`src/rtl/cpu_pkg.sv`:
```
// Shared CPU constants and types used by the fetch path.
package cpu_pkg;

  localparam int ADDR_W = 12;
  localparam int INSTR_W = 19;

  localparam logic [ADDR_W-1:0]  RESET_PC  = '0;
  localparam logic [INSTR_W-1:0] NOP_INSTR = 19'd0;

  // One fetched instruction together with the PC it was read from.
  typedef struct packed {
    logic [INSTR_W-1:0] instr;
    logic [ADDR_W-1:0]  pc;
  } fetch_entry_t;

  // Sequential PC step; the address space simply wraps from 4095 to 0.
  function automatic logic [ADDR_W-1:0] nextPc(input logic [ADDR_W-1:0] pc);
    return pc + ADDR_W'(1);
  endfunction

endpackage

```
`src/rtl/fetch_skid_buffer.sv`:
```
// One-entry holding register for a response that arrives while decode is stalled.
module fetch_skid_buffer
  import cpu_pkg::*;
(
  input  logic         clock,
  input  logic         reset_n,
  input  logic         load_i,
  input  logic         drain_i,
  input  logic         flush_i,
  input  fetch_entry_t entry_i,
  output logic         valid_o,
  output fetch_entry_t entry_o
);

  logic         valid_q;
  fetch_entry_t entry_q;

  // Flush beats load beats drain; the entry payload only changes on load.
  always_ff @(posedge clock or negedge reset_n) begin
    if (!reset_n) begin
      valid_q <= 1'b0;
      entry_q <= '0;
    end else if (flush_i) begin
      valid_q <= 1'b0;
    end else if (load_i) begin
      valid_q <= 1'b1;
      entry_q <= entry_i;
    end else if (drain_i) begin
      valid_q <= 1'b0;
    end
  end

  assign valid_o = valid_q;
  assign entry_o = entry_q;

endmodule

```
`src/rtl/fetch_unit.sv`:
```
// Program counter and fetch sequencer in front of a 1-cycle registered instruction memory.
module fetch_unit
  import cpu_pkg::*;
(
  input  logic               clock,
  input  logic               reset_n,
  output logic [ADDR_W-1:0]  address,
  input  logic [INSTR_W-1:0] instruction_in,
  input  logic               stall,
  input  logic               redirect,
  input  logic [ADDR_W-1:0]  redirect_pc,
  output logic [INSTR_W-1:0] instruction_out,
  output logic [ADDR_W-1:0]  pc_out,
  output logic               valid_out
);

  logic [ADDR_W-1:0]  pc_q;
  logic [ADDR_W-1:0]  pc_d;
  logic               reqValid_q;
  logic               reqValid_d;
  logic [ADDR_W-1:0]  reqPc_q;
  logic [ADDR_W-1:0]  reqPc_d;

  logic               validOut_q;
  logic [INSTR_W-1:0] instrOut_q;
  logic [ADDR_W-1:0]  pcOut_q;

  logic               issue;
  logic               skidValid;
  logic               skidLoad;
  logic               skidDrain;
  fetch_entry_t       skidEntry;
  fetch_entry_t       respEntry;
  fetch_entry_t       outEntry_d;

  assign issue = !stall && !redirect;

  // Next PC and request tracking; a redirect wins over everything and kills the in-flight read.
  always_comb begin
    pc_d       = pc_q;
    reqValid_d = 1'b0;
    reqPc_d    = reqPc_q;
    if (redirect) begin
      pc_d = redirect_pc;
    end else if (issue) begin
      pc_d       = nextPc(pc_q);
      reqValid_d = 1'b1;
      reqPc_d    = pc_q;
    end
  end

  // PC and outstanding-request registers.
  always_ff @(posedge clock or negedge reset_n) begin
    if (!reset_n) begin
      pc_q       <= RESET_PC;
      reqValid_q <= 1'b0;
      reqPc_q    <= '0;
    end else begin
      pc_q       <= pc_d;
      reqValid_q <= reqValid_d;
      reqPc_q    <= reqPc_d;
    end
  end

  assign respEntry = '{instr: instruction_in, pc: reqPc_q};

  // A response landing during a stall is parked; the parked entry goes out first once decode accepts.
  assign skidLoad  = stall && reqValid_q && !redirect;
  assign skidDrain = !stall && skidValid && !redirect;

  fetch_skid_buffer u_skid (
    .clock   (clock),
    .reset_n (reset_n),
    .load_i  (skidLoad),
    .drain_i (skidDrain),
    .flush_i (redirect),
    .entry_i (respEntry),
    .valid_o (skidValid),
    .entry_o (skidEntry)
  );

  // Output source select: the older skid entry always precedes the live memory response.
  always_comb begin
    outEntry_d = respEntry;
    if (skidValid) begin
      outEntry_d = skidEntry;
    end
  end

  // Decode-facing output register; holds under stall, clears valid on redirect or when idle.
  always_ff @(posedge clock or negedge reset_n) begin
    if (!reset_n) begin
      validOut_q <= 1'b0;
      instrOut_q <= NOP_INSTR;
      pcOut_q    <= '0;
    end else if (redirect) begin
      validOut_q <= 1'b0;
    end else if (!stall) begin
      if (skidValid || reqValid_q) begin
        validOut_q <= 1'b1;
        instrOut_q <= outEntry_d.instr;
        pcOut_q    <= outEntry_d.pc;
      end else begin
        validOut_q <= 1'b0;
      end
    end
  end

  // A stall cycle issues nothing, so a response can never arrive while the skid is occupied.
  assert property (@(posedge clock) disable iff (!reset_n) !(skidValid && reqValid_q && stall));

  assign address         = pc_q;
  assign instruction_out = instrOut_q;
  assign pc_out          = pcOut_q;
  assign valid_out       = validOut_q;

endmodule

```
`config.mk`:
```
export PLATFORM = sky130hd
export DESIGN_NAME = fetch_unit
export DESIGN_NICKNAME = d
export VERILOG_FILES = /design/src/rtl/cpu_pkg.sv /design/src/rtl/fetch_skid_buffer.sv /design/src/rtl/fetch_unit.sv
export SDC_FILE = /design/constraint.sdc
export NUM_CORES = 1
export LEC_CHECK = 0
export ABC_AREA = 1
export BUFFER_PORTS_ARGS = -buffer_cell sky130_fd_sc_hd__clkbuf_2
export CAP_MARGIN = 30
export CORE_UTILIZATION = 50
export DETAILED_ROUTE_END_ITERATION = 12
export GPL_ROUTABILITY_DRIVEN = 0
export GPL_TIMING_DRIVEN = 0
export PLACE_DENSITY = 0.84
export SLEW_MARGIN = 40
export SYNTH_ARGS = -nofsm -noshare
export SYNTH_HDL_FRONTEND = slang
export SYNTH_SLANG_ARGS = --single-unit
```
`constraint.sdc`:
```
create_clock -name clock -period 2.19 [get_ports clock]
set_input_delay 0.5475 -clock clock [delete_from_list [all_inputs] [get_ports clock]]
set_output_delay 0.5475 -clock clock [all_outputs]
set_load 0.03 [all_outputs]
```
# ---- Word level (Yosys, flattened, before mapping)
# Cells that the tools add are included.
dict set report classes {
  addsub 1
  eq_ne 1
  n_mux 11
  n_bitwise 2
  reduce_logical 13
}
# operator n
set op_table {}
lappend op_table {{two-way mux 31 bit} 1}
lappend op_table {{two-way mux 12 bit} 2}
lappend op_table {{adder 12 x 1 -> 12 bit (second input constant)} 1}
lappend op_table {{two-way mux 1 bit} 8}
lappend op_table {{logical AND 1 bit} 5}
lappend op_table {{AND reduction 2 bit} 2}
lappend op_table {{AND reduction 3 bit} 1}
lappend op_table {{nonzero test 3 bit} 1}
lappend op_table {{logical NOT 1 bit} 2}
lappend op_table {{inequality test 2 x 1 -> 1 bit (second input constant)} 1}
lappend op_table {{NOT 1 bit} 2}
lappend op_table {{nonzero test 2 bit} 1}
lappend op_table {{logical OR 1 bit} 1}
dict set report totals {
  ff_bits 89
  input_bits 35
  output_inout_bits 44
  word_cells 37
}

# ---- Logic depth before layout (Yosys ltp)
# Gate-level depths: netlist of run 1.
dict set report logic_depth {
  word_depth 6
  ltp_mapped 7
  ltp_nobuf 6
}

# ---- By module
# From an unflattened synthesis of run 1, not the netlist that was laid out.
dict set report unflattened {
  cells_unflattened 484
  area_unflattened_um2 4047.6
}
# mod instances cells_per_inst area_each_um2 seq_area_each_um2
set modules_own_cells {}
lappend modules_own_cells {fetch_unit 1 345 2792.7 1426.4}
lappend modules_own_cells {fetch_skid_buffer 1 139 1255.0 800.8}

# ---- Least setup slack after synthesis of run 1
# Ideal clock, no wire load.
dict set report synth_path {
  path_type {reg-to-reg}
  start {reg pc_q[1], in the netlist address[1]}
  end {reg pc_q[10], in the netlist address[10]}
  arrival_time_ns 1.288
  required_time_ns 2.063
  setup_slack_ns 0.775
  stages_incl_launch_ff 7
  synth_period_minus_slack_ns 1.415
  path_cell_list {dfrtp_1 ha_1 nand2_1 nor2_1 nand2_1 nand2_1 nand3b_1}
}
dict set report synth_via {
  elab_chain_cells 3
}
# element line_no
set synth_rtl {}
lappend synth_rtl {{from (decl)} fetch_unit.sv:17} ;# logic [ADDR_W-1:0] pc_q;
lappend synth_rtl {{from (signal assigned)} fetch_unit.sv:59} ;# pc_q <= pc_d;
lappend synth_rtl {{adder 12 x 1 -> 12 bit} cpu_pkg.sv:18} ;# return pc + ADDR_W'(1);
lappend synth_rtl {{two-way mux 12 bit} fetch_unit.sv:45} ;# end else if (issue) begin
lappend synth_rtl {{two-way mux 12 bit} fetch_unit.sv:43} ;# if (redirect) begin
# No other way between the ends. The select of a mux whose other input is x is not followed.
# A chain may end at the register's enable or synchronous reset.

# ---- Final worst setup path of run 1
dict set report layout_path {
  start {reg pc_q[3], in the netlist address[3]}
  end {out address[3]}
}
# element line_no
set layout_rtl {}
lappend layout_rtl {{to (decl)} fetch_unit.sv:7} ;# output logic [ADDR_W-1:0] address,
# No word-level cell between the ends.

==> results of run 1 <==
-- stage by stage --
stage	total power, uW	setup TNS [ns]	instances	hold slack, ns
5_1_grt	4380	0	692	0.0448
3_5_place_dp	3160	0	676	0.427
3_3_place_gp	3110	-32.66	675	0.452
2_1_floorplan	2800	0	495	0.252
6_report	4140	0	692	0.0502
4_1_cts	4160	0	692	0.0454
-- layout make-up --
cell class              count  area, um^2  area share (%)
repair buffers             79         427            9.02
multi-input cells         334        1450            30.6
flip-flops and latches     89        2230            47.1
inverters                  49         186            3.94
clock buffers              14         163            3.44
clock inverters             2        12.5           0.265
well taps                 102         128            2.70
plain buffers              23         140            2.96
-- how the worst max path moves through the flow --
| stage | start | endpoint | slack, ns | cells past startpoint |
|---|---|---|---|---|
| 3_5_place_dp | redirect | pc_out[3]$_DFFE_PN0P_ | 0.59 | 8 |
| 3_3_place_gp | reset_n | address[9]$_DFFE_PN0P_ | -0.37 | 1 |
| 6_report | address[3]$_DFFE_PN0P_ | address[3] | 0.56 | 1 |
| 4_1_cts | address[3]$_DFFE_PN0P_ | address[3] | 0.55 | 1 |
| 5_1_grt | address[3]$_DFFE_PN0P_ | address[3] | 0.50 | 1 |
| 2_1_floorplan | address[1]$_DFFE_PN0P_ | address[10]$_DFFE_PN0P_ | 0.78 | 6 |
-- cell families (layout without fill, tap and decap cells) --
| kind of cell | count (synthesis) | after routing | share of synthesized area, % |
|---|---|---|---|
| AND/OR/NAND/NOR | 248 | 248 | 25.1 |
| AO/OA/AOI/OAI | 85 | 85 | 10.8 |
| buffers and inverters | 72 | 167 | 8.16 |
| flip-flops | 89 | 89 | 55.7 |
| adder cells (fa/ha/maj) | 1 | 1 | 0.313 |
-- power breakdown --
group / total (uW) / internal, uW / switching (uW) / leakage, uW
clock network: 1010 / 475 / 537 / 0.0000867
logic: 1000 / 308 / 695 / 0.00133
registers: 2120 / 1940 / 176 / 0.00111
total: 4140 / 2730 / 1410 / 0.00253
-- flip-flops by register name, indices dropped and copies added (netlist names) --
register and cells:
reqValid_q 1, pc_out 12, u_skid.entry_o 31, instruction_out 19, u_skid.valid_o 1, address 12, valid_out 1, reqPc_q 12
-- per-layer routing --
metal / global-route usage, % / vias to the layer above
met4: 8.33 / 0
met2: 37.5 / 104
li1: - / 1733
met1: 29.3 / 1613
met5: 0 / -
met3: 4.69 / 14
-- layout by cell type, fill, tap and decap left out, types with 3 or more instances in the layout --
cell type / count
nand2_1: 200
dfrtp_1: 89
clkbuf_2: 77
o21ai_0: 56
inv_1: 46
o21ai_1: 21
nor2_1: 20
nand3_1: 13
clkbuf_8: 12
buf_2: 10
buf_4: 9
clkbuf_1: 6
nand4_1: 6
a21oi_1: 6
nand3b_1: 3
==> results.sh, run 1 <==
export IMPL_effective_utilization_at_floorplan_pct=51.8
export IMPL_mappedNetlistNets=531
export IMPL_cp_max_fo=8
export IMPL_route_met2_wl_mm=4.01
export IMPL_grt_overflow_total=0
export IMPL_post_cts_buffers=0
export IMPL_synth_top_cell_by_area="dfrtp_1"
export IMPL_detail_route_antenna_nets=0
export IMPL_slew_viol_final=0
export IMPL_detail_route_wl_per_cell_um=12.4
export IMPL_synth_main_ff_cell="dfrtp_1"
export IMPL_maxSlewHeadroom_pct=73.8
export IMPL_number_of_buffers_added_to_fix_hold_violations_after_cts=0
export IMPL_die_height_um=91.4
export IMPL_row_count=32
export IMPL_worst_setup_hold_path_clk_slew_ns=0.08
export IMPL_leading_post_synthesis_cells_by_instance_count="200 x nand2_1, 89 x dfrtp_1, 56 x o21ai_0"
export IMPL_worst_ir_drop_vdd_mv=0.356
export IMPL_grt_antenna_before_repair=0
export IMPL_wl_met3_um=532
export IMPL_drc=0
export IMPL_critical_path_endpoint_type="output pin"
export IMPL_slowest_delay_ns=0.48
export IMPL_clock_buffers_created_by_tritoncts=9
export IMPL_min_delay_path_class="in -> async"
export IMPL_cts_root_buffer="clkbuf_8"
export IMPL_top_layer_used="met4"
export IMPL_pin_count_of_the_biggest_net_entering_global_routing=70
export IMPL_crit_path_start_kind="register"
export IMPL_synth_edf_count=0
export IMPL_yosysWarningCount=0
export IMPL_detailed_place_area_um2=4550
export IMPL_final_min_clock_period_ns=1.63
export IMPL_timing_critical_path_required_ns=1.64
export IMPL_cap_violations=0
export IMPL_n_antenna_cell=0
export IMPL_share_of_cells_above_drive_strength_1_pct=20.5
export IMPL_timing_final_hold_violations=0
export IMPL_cts_resized_gates=0
export IMPL_cts_num_sinks=89
export IMPL_placed_wire_length_estimate_mm=6.30
export IMPL_run_status="finished, final reports clean"
export IMPL_number_of_iterations_in_the_first_detailed_routing_pass=5
export IMPL_route_detailed_vias_per_inst=5.01
export IMPL_routed_via_count=3464
export IMPL_finalWorstSetupSlack_ns=0.557
export IMPL_grt_use_total_pct=22.6
export IMPL_cts_htree_levels=3
export IMPL_num_fill_cells=675
export IMPL_worst_setup_path_type="reg -> out"
export IMPL_power_density_nw_per_um2=874
export IMPL_initialDrtViolationCount=214
export IMPL_wl_met1_mm=3.94
export IMPL_syn_mean_instance_area_um2=8.08
export IMPL_critical_path_arrival_ns=1.09
export IMPL_final_util_pct=61.2
export IMPL_area_overhead_vs_synth_pct=18.2
export IMPL_grt_pass1_wl_mm=15.0
export IMPL_rsz0062_at_grt="false"
export IMPL_crit_chain="clkbuf_2"
export IMPL_chipWidth_um=91.4
export IMPL_final_period_utilization_pct=74.5
export IMPL_count_of_cell_types_in_the_netlist=23
export IMPL_rr_endpoint="address[6]$_DFFE_PN0P_"
export IMPL_tightest_slew_ns=0.391
export IMPL_die_area_um2=8360
export IMPL_p_leak_uw=0.00253
export IMPL_cts_tree="done"
export IMPL_synth_top_cell_area_share_pct=55.7
export IMPL_postLayoutCellArea_um2=4730
export IMPL_timing_critical_path_buf_inv=1
export IMPL_crit_reg2reg_launch="address[1]$_DFFE_PN0P_"
export IMPL_clock_skew_final_ns=0.00555
export IMPL_max_clock_path_buffers=2
export IMPL_port_buffer_count=78
export IMPL_ys_top_cells_by_area="dfrtp_1 56%, nand2_1 19%, o21ai_0 7.0%, inv_1 4.3%, o21ai_1 2.6%"
export IMPL_postSynth_asyncResetShare_pct=100
export IMPL_path_delay_family="flip-flops"
export IMPL_io_count=79
export IMPL_cell_with_the_largest_stage_delay_on_the_worst_path="dfrtp_1"
export IMPL_final_routed_wirelength_mm=8.61
export IMPL_number_of_register_bits_inferred_by_synthesis=89
export IMPL_yosysMostFrequentCell="nand2_1"
export IMPL_number_of_global_route_vias_before_repair=3426
export IMPL_post_synth_instance_area_um2=4000
export IMPL_core_region_area_um2=7730
export IMPL_synthesis_instances=495
export IMPL_clock_fmax_mhz=613
export IMPL_reg2reg_depth=6
export IMPL_r2r_slack_ns=0.77
export IMPL_clk_insertion_delay_late_ns=0.35
export IMPL_synth_seq_area_share_pct=55.7
export IMPL_timing_final_setup_violations=0
export IMPL_nNetsFinal=621
export IMPL_detailedPlace_worstSlack_ns=0.589
Note: power is estimated with default switching activity, not from simulation.
==> inputs of run 2 (changes only) <==
clock period = 1.6 ns   (was 2.19 ns; I/O delays follow)
==> run 2 against run 1 <==
  * Combinational power rose by 38%
  * Utilization rose by 0.13 points
  * Non-clock buffer count grew 1
  * Die area unchanged
  * Count of clock-buffer cells in the layout is the same
  * Sequential power rose by 37%
  * Highest routed layer unchanged
==> results.sh, run 2 (synthesis results as in run 1) <==
export IMPL_run_status="finished, final reports clean"
export IMPL_worst_ir_drop_vdd_mv=0.491
export IMPL_final_util_pct=61.3
export IMPL_r2r_slack_ns=0.17
export IMPL_final_min_clock_period_ns=1.48
export IMPL_row_count=32
export IMPL_layout_cells_most_common_list="200 x nand2_1, 89 x dfrtp_1, 77 x clkbuf_2"
export IMPL_timing_critical_path_buf_inv=1
export IMPL_port_buffer_count=78
export IMPL_most_congested_layer_reported_by_global_routing="met2"
export IMPL_number_of_global_route_vias_before_repair=3429
export IMPL_core_region_area_um2=7730
export IMPL_clk_insertion_delay_late_ns=0.36
export IMPL_hold_path_endpoint="address[1]$_DFFE_PN0P_"
export IMPL_max_clock_path_buffers=2
export IMPL_clock_fmax_mhz=676
export IMPL_grt_pass1_wl_mm=15.0
export IMPL_cell_with_the_largest_stage_delay_on_the_worst_path="dfrtp_1"
export IMPL_timing_final_hold_violations=0
export IMPL_timing_hold_worst_start="redirect_pc[1]"
export IMPL_placed_wire_length_estimate_mm=6.30
export IMPL_power_density_nw_per_um2=1200
export IMPL_use_met1_pct=29.3
export IMPL_tightest_slew_ns=0.394
export IMPL_p_leak_uw=0.00253
export IMPL_number_of_iterations_in_the_first_detailed_routing_pass=6
export IMPL_max_reg_flops=31
export IMPL_layout_commonest_cell="nand2_1"
export IMPL_met2_usage_grt_pct=37.5
export IMPL_maxSlewHeadroom_pct=73.6
export IMPL_reg2reg_depth=6
export IMPL_use_met3_pct=4.77
export IMPL_share_of_cells_above_drive_strength_1_pct=20.5
export IMPL_die_area_um2=8360
export IMPL_worstHoldPathCells=3
export IMPL_detail_route_wl_per_cell_um=12.4
export IMPL_timing_final_setup_violations=0
export IMPL_route_detailed_vias_per_inst=5.02
export IMPL_grt_overflow_total=0
export IMPL_grt_antenna_before_repair=0
export IMPL_routed_via_count=3482
export IMPL_cts_resized_gates=0
export IMPL_crit_chain="clkbuf_2"
export IMPL_cts_num_sinks=89
export IMPL_grt_use_total_pct=22.6
export IMPL_chipWidth_um=91.4
export IMPL_cts_root_buffer="clkbuf_8"
export IMPL_worst_setup_hold_path_clk_slew_ns=0.08
export IMPL_cp_max_fo=8
export IMPL_worstSetupPathDepth=1
export IMPL_num_fill_cells=673
export IMPL_pin_count_of_the_biggest_net_entering_global_routing=70
export IMPL_effective_utilization_at_floorplan_pct=51.8
export IMPL_area_overhead_vs_synth_pct=18.5
export IMPL_min_delay_path_class="in -> reg"
export IMPL_cts_tree="done"
export IMPL_crit_path_start_kind="register"
export IMPL_clock_buffers_created_by_tritoncts=9
export IMPL_n_antenna_cell=0
export IMPL_crit_reg2reg_launch="address[1]$_DFFE_PN0P_"
export IMPL_die_height_um=91.4
export IMPL_critical_path_arrival_ns=1.08
export IMPL_detail_route_antenna_nets=0
export IMPL_final_routed_wirelength_mm=8.63
export IMPL_timing_critical_path_required_ns=1.20
export IMPL_final_setup_tns_ns=0
export IMPL_rsz0062_at_grt="false"
export IMPL_nNetsFinal=622
export IMPL_initialDrtViolationCount=243
export IMPL_cap_violations=0
export IMPL_drc=0
export IMPL_slew_viol_final=0
export IMPL_critical_path_endpoint_type="output pin"
export IMPL_worst_setup_path_type="reg -> out"
export IMPL_path_delay_family="flip-flops"
export IMPL_final_period_utilization_pct=92.5
export IMPL_clock_skew_final_ns=0.00843
export IMPL_io_count=79
export IMPL_slowest_delay_ns=0.48
export IMPL_cts_htree_levels=3
export IMPL_rr_endpoint="address[6]$_DFFE_PN0P_"
## run 2: cell count changes in the layout (fill, tap and decap cells not counted), sizes merged
| cell | delta |
|---|---|
| dlygate4sd3 | +1 |
## run 2: timing repair
action | CTS | global route
endpoints found under the hold margin | 20 | 0
setup buffers | 0 | 0
hold buffers | 1 | 0
## run 2: area by class of cell
type                    count  area [um^2]  share of cell area, %
plain buffers              23          140                   2.96
repair buffers             80          437                   9.21
well taps                 102          128                   2.69
flip-flops and latches     89         2230                   47.0
clock inverters             2         12.5                  0.264
multi-input cells         334         1450                   30.5
clock buffers              14          163                   3.43
inverters                  49          186                   3.93
## run 2: routing by layer
layer | share of wire (%) | up-vias
met5 | 0 | -
met4 | 1.2 | 0
met3 | 5.8 | 13
met2 | 47 | 107
met1 | 46 | 1625
li1 | - | 1737
## run 2: stage by stage
step / hold slack (ns) / setup slack, ns / cell area, um^2 / power (uW) / instances
final: 0.263 / 0.120 / 4740 / 5670 / 693
after global routing: 0.275 / 0.0550 / 4740 / 5990 / 693
after CTS: 0.259 / 0.110 / 4740 / 5690 / 693
after detailed placement: 0.280 / 0.147 / 4550 / 4330 / 676
after global placement: 0.452 / -0.813 / 4520 / 4260 / 675
after floorplan: 0.104 / 0.185 / 4000 / 3840 / 495
## run 2: where the power goes
group	internal [uW]	total, uW	switching [uW]
combinational	424	1380	952
sequential	2660	2900	241
clock	650	1390	743
total	3740	5670	1940
## run 2: how the worst max path moves through the flow
stage                     slack, ns                       to                    from
after floorplan                0.19  address[10]$_DFFE_PN0P_  address[1]$_DFFE_PN0P_
after global placement        -0.81   address[9]$_DFFE_PN0P_                 reset_n
after detailed placement       0.15    pc_out[3]$_DFFE_PN0P_                redirect
after CTS                      0.11               address[3]  address[3]$_DFFE_PN0P_
after global routing           0.05               address[3]  address[3]$_DFFE_PN0P_
final                          0.12               address[3]  address[3]$_DFFE_PN0P_
==> inputs of run 3 (changes only) <==
REMOVE_ABC_BUFFERS = 1   (was default)
==> run 3 against run 2 <==
  * First-iteration DRC count is 14% lower
  * Hold slack got worse by 0.0032 ns
  * Via count down 0.11%
  * Register-to-register slack got worse by 0.07 ns
  * Sequential power about the same
  * Sequential share of layout area is 0.77 points higher
  * Setup slack got worse by 0.020 ns
  * Final cell count down 2.9%
  * Wire length grew 2.5%
  * Die area stayed put
  * Flip-flop and latch count stayed put
  * Highest routed layer unchanged
==> results.sh, run 3 (synthesis results as in run 1) <==
export IMPL_run_status="finished, final reports clean"
export IMPL_cts_htree_levels=3
export IMPL_timing_critical_path_required_ns=1.90
export IMPL_r2r_slack_ns=0.10
export IMPL_hold_path_endpoint="address[1]$_DFFE_PN0P_"
export IMPL_initialDrtViolationCount=208
export IMPL_timing_hold_worst_start="redirect_pc[1]"
export IMPL_clock_buffers_created_by_tritoncts=9
export IMPL_route_detailed_vias_per_inst=5.17
export IMPL_grt_pass1_wl_mm=15.0
export IMPL_share_of_cells_above_drive_strength_1_pct=18.9
export IMPL_worst_ir_drop_vdd_mv=0.448
export IMPL_critical_path_endpoint_type="register"
export IMPL_power_density_nw_per_um2=1220
export IMPL_n_antenna_cell=0
export IMPL_rsz0062_at_grt="false"
export IMPL_reg2reg_depth=5
export IMPL_core_region_area_um2=7730
export IMPL_crit_reg2reg_launch="u_skid.valid_o$_DFFE_PN0P_"
export IMPL_total_power_uw=5690
export IMPL_detailedPlace_worstSlack_ns=-0.887
export IMPL_final_min_clock_period_ns=1.50
export IMPL_cellInternalPower_uw=3710
export IMPL_chipWidth_um=91.4
export IMPL_grt_overflow_total=0
export IMPL_die_height_um=91.4
export IMPL_row_count=32
export IMPL_cts_root_buffer="clkbuf_8"
export IMPL_worst_setup_hold_path_clk_slew_ns=0.08
export IMPL_pwr_share_comb_pct=23.8
export IMPL_layout_cells_most_common_list="200 x nand2_1, 88 x dfrtp_1, 77 x clkbuf_2"
export IMPL_clkPwrFrac_pct=24.9
export IMPL_critical_path_arrival_ns=1.80
export IMPL_grt_antenna_before_repair=0
export IMPL_cts_num_sinks=89
export IMPL_layout_commonest_cell="nand2_1"
export IMPL_seq_power_share_pct=51.3
export IMPL_io_count=79
export IMPL_max_reg_flops=31
export IMPL_final_setup_tns_ns=0
export IMPL_final_routed_wirelength_mm=8.84
export IMPL_timing_final_hold_violations=0
export IMPL_worstHoldPathCells=3
export IMPL_tightest_slew_ns=0.604
export IMPL_num_fill_cells=688
export IMPL_p_leak_uw=0.00247
export IMPL_final_period_utilization_pct=93.7
export IMPL_clock_fmax_mhz=667
export IMPL_finalWorstSetupSlack_ns=0.100
export IMPL_placed_wire_length_estimate_mm=5.42
export IMPL_slew_viol_final=0
export IMPL_crit_path_start_kind="register"
export IMPL_routed_via_count=3478
export IMPL_max_clock_path_buffers=2
export IMPL_number_of_iterations_in_the_first_detailed_routing_pass=5
export IMPL_cts_tree="done"
export IMPL_effective_utilization_at_floorplan_pct=51.8
export IMPL_number_of_global_route_vias_before_repair=3298
export IMPL_power_share_switching_pct=34.7
export IMPL_rr_endpoint="instruction_out[2]$_DFFE_PN0P_"
export IMPL_maxSlewHeadroom_pct=59.7
export IMPL_switching_power_uw=1970
export IMPL_clk_insertion_delay_late_ns=0.36
export IMPL_min_delay_path_class="in -> reg"
export IMPL_timing_final_setup_violations=0
export IMPL_detail_route_antenna_nets=0
export IMPL_drc=0
export IMPL_nNetsFinal=602
export IMPL_grt_use_total_pct=22.5
export IMPL_detail_route_wl_per_cell_um=13.1
export IMPL_pin_count_of_the_biggest_net_entering_global_routing=63
export IMPL_cp_max_fo=33
export IMPL_clock_skew_final_ns=0.00687
export IMPL_port_buffer_count=78
export IMPL_die_area_um2=8360
export IMPL_worst_setup_path_type="reg -> reg"
export IMPL_area_overhead_vs_synth_pct=16.8
export IMPL_cap_violations=0
==> run 3: power by group through the flow <==
| stage | Clock [uW] | Combinational (uW) | Sequential, uW |
|---|---|---|---|
| global placement | 0 | 1290 | 2940 |
| CTS | 1440 | 1370 | 2910 |
| floorplan | 0 | 475 | 3340 |
| finish | 1420 | 1360 | 2920 |
| global route | 1550 | 1510 | 2970 |
| detailed placement | 0 | 1340 | 2960 |
==> run 3: worst max path at each step <==
stage                                     from                              to  slack (ns)  cells after the start
floorplan           u_skid.valid_o$_DFFE_PN0P_  instruction_out[0]$_DFFE_PN0P_       -0.64                      5
global placement    u_skid.valid_o$_DFFE_PN0P_           pc_out[5]$_DFFE_PN0P_       -1.57                      5
detailed placement                    redirect  instruction_out[2]$_DFFE_PN0P_       -0.89                      7
CTS                 u_skid.valid_o$_DFFE_PN0P_  instruction_out[2]$_DFFE_PN0P_        0.08                      5
global route                          redirect   u_skid.entry_o[7]$_DFFE_PN0P_        0.01                      7
finish              u_skid.valid_o$_DFFE_PN0P_  instruction_out[2]$_DFFE_PN0P_        0.10                      5
==> run 3: cell type report <==
class	count	area, um^2	share of cell area (%)
tap	102	128	2.73
inverter	49	191	4.10
clock inverter	5	30.0	0.643
timing repair buffer	82	472	10.1
multi-input combinational	335	1470	31.4
clock buffer	11	151	3.24
sequential	89	2230	47.8
==> run 3: layer usage <==
metal	GRT usage [%]	wire length, um	vias up
met5	0	0	-
met4	7.01	103	0
met3	3.77	538	9
met2	36.4	4110	125
met1	31.2	4090	1645
li1	-	-	1699
==> run 3: worst max-delay path, cell delays in order, from the launching register on <==
cell     delay [ns]
dfrtp_4        0.68
nor2_4         0.12
nor2_4         0.18
buf_4          0.28
nand2_1        0.10
nand2_1        0.07
==> run 3: per-stage QoR <==
stage	util, %	std cells	hold slack (ns)	cell area, um^2
5_1_grt	60.4	673	0.266	4670
6_report	60.4	673	0.260	4670
4_1_cts	60.3	673	0.254	4660
3_3_place_gp	56.7	652	0.452	4380
3_5_place_dp	57.2	653	0.321	4420
2_1_floorplan	-	472	0.104	3860
==> run 3: repair_timing <==
action                                  CTS  global route
endpoints found under the setup margin   32             1
buffers inserted                          2             0
cloned                                    1             0
pin swaps                                 1             0
endpoints found under the hold margin    32             0
hold buffers                              1             0
gates resized for setup                   3             1
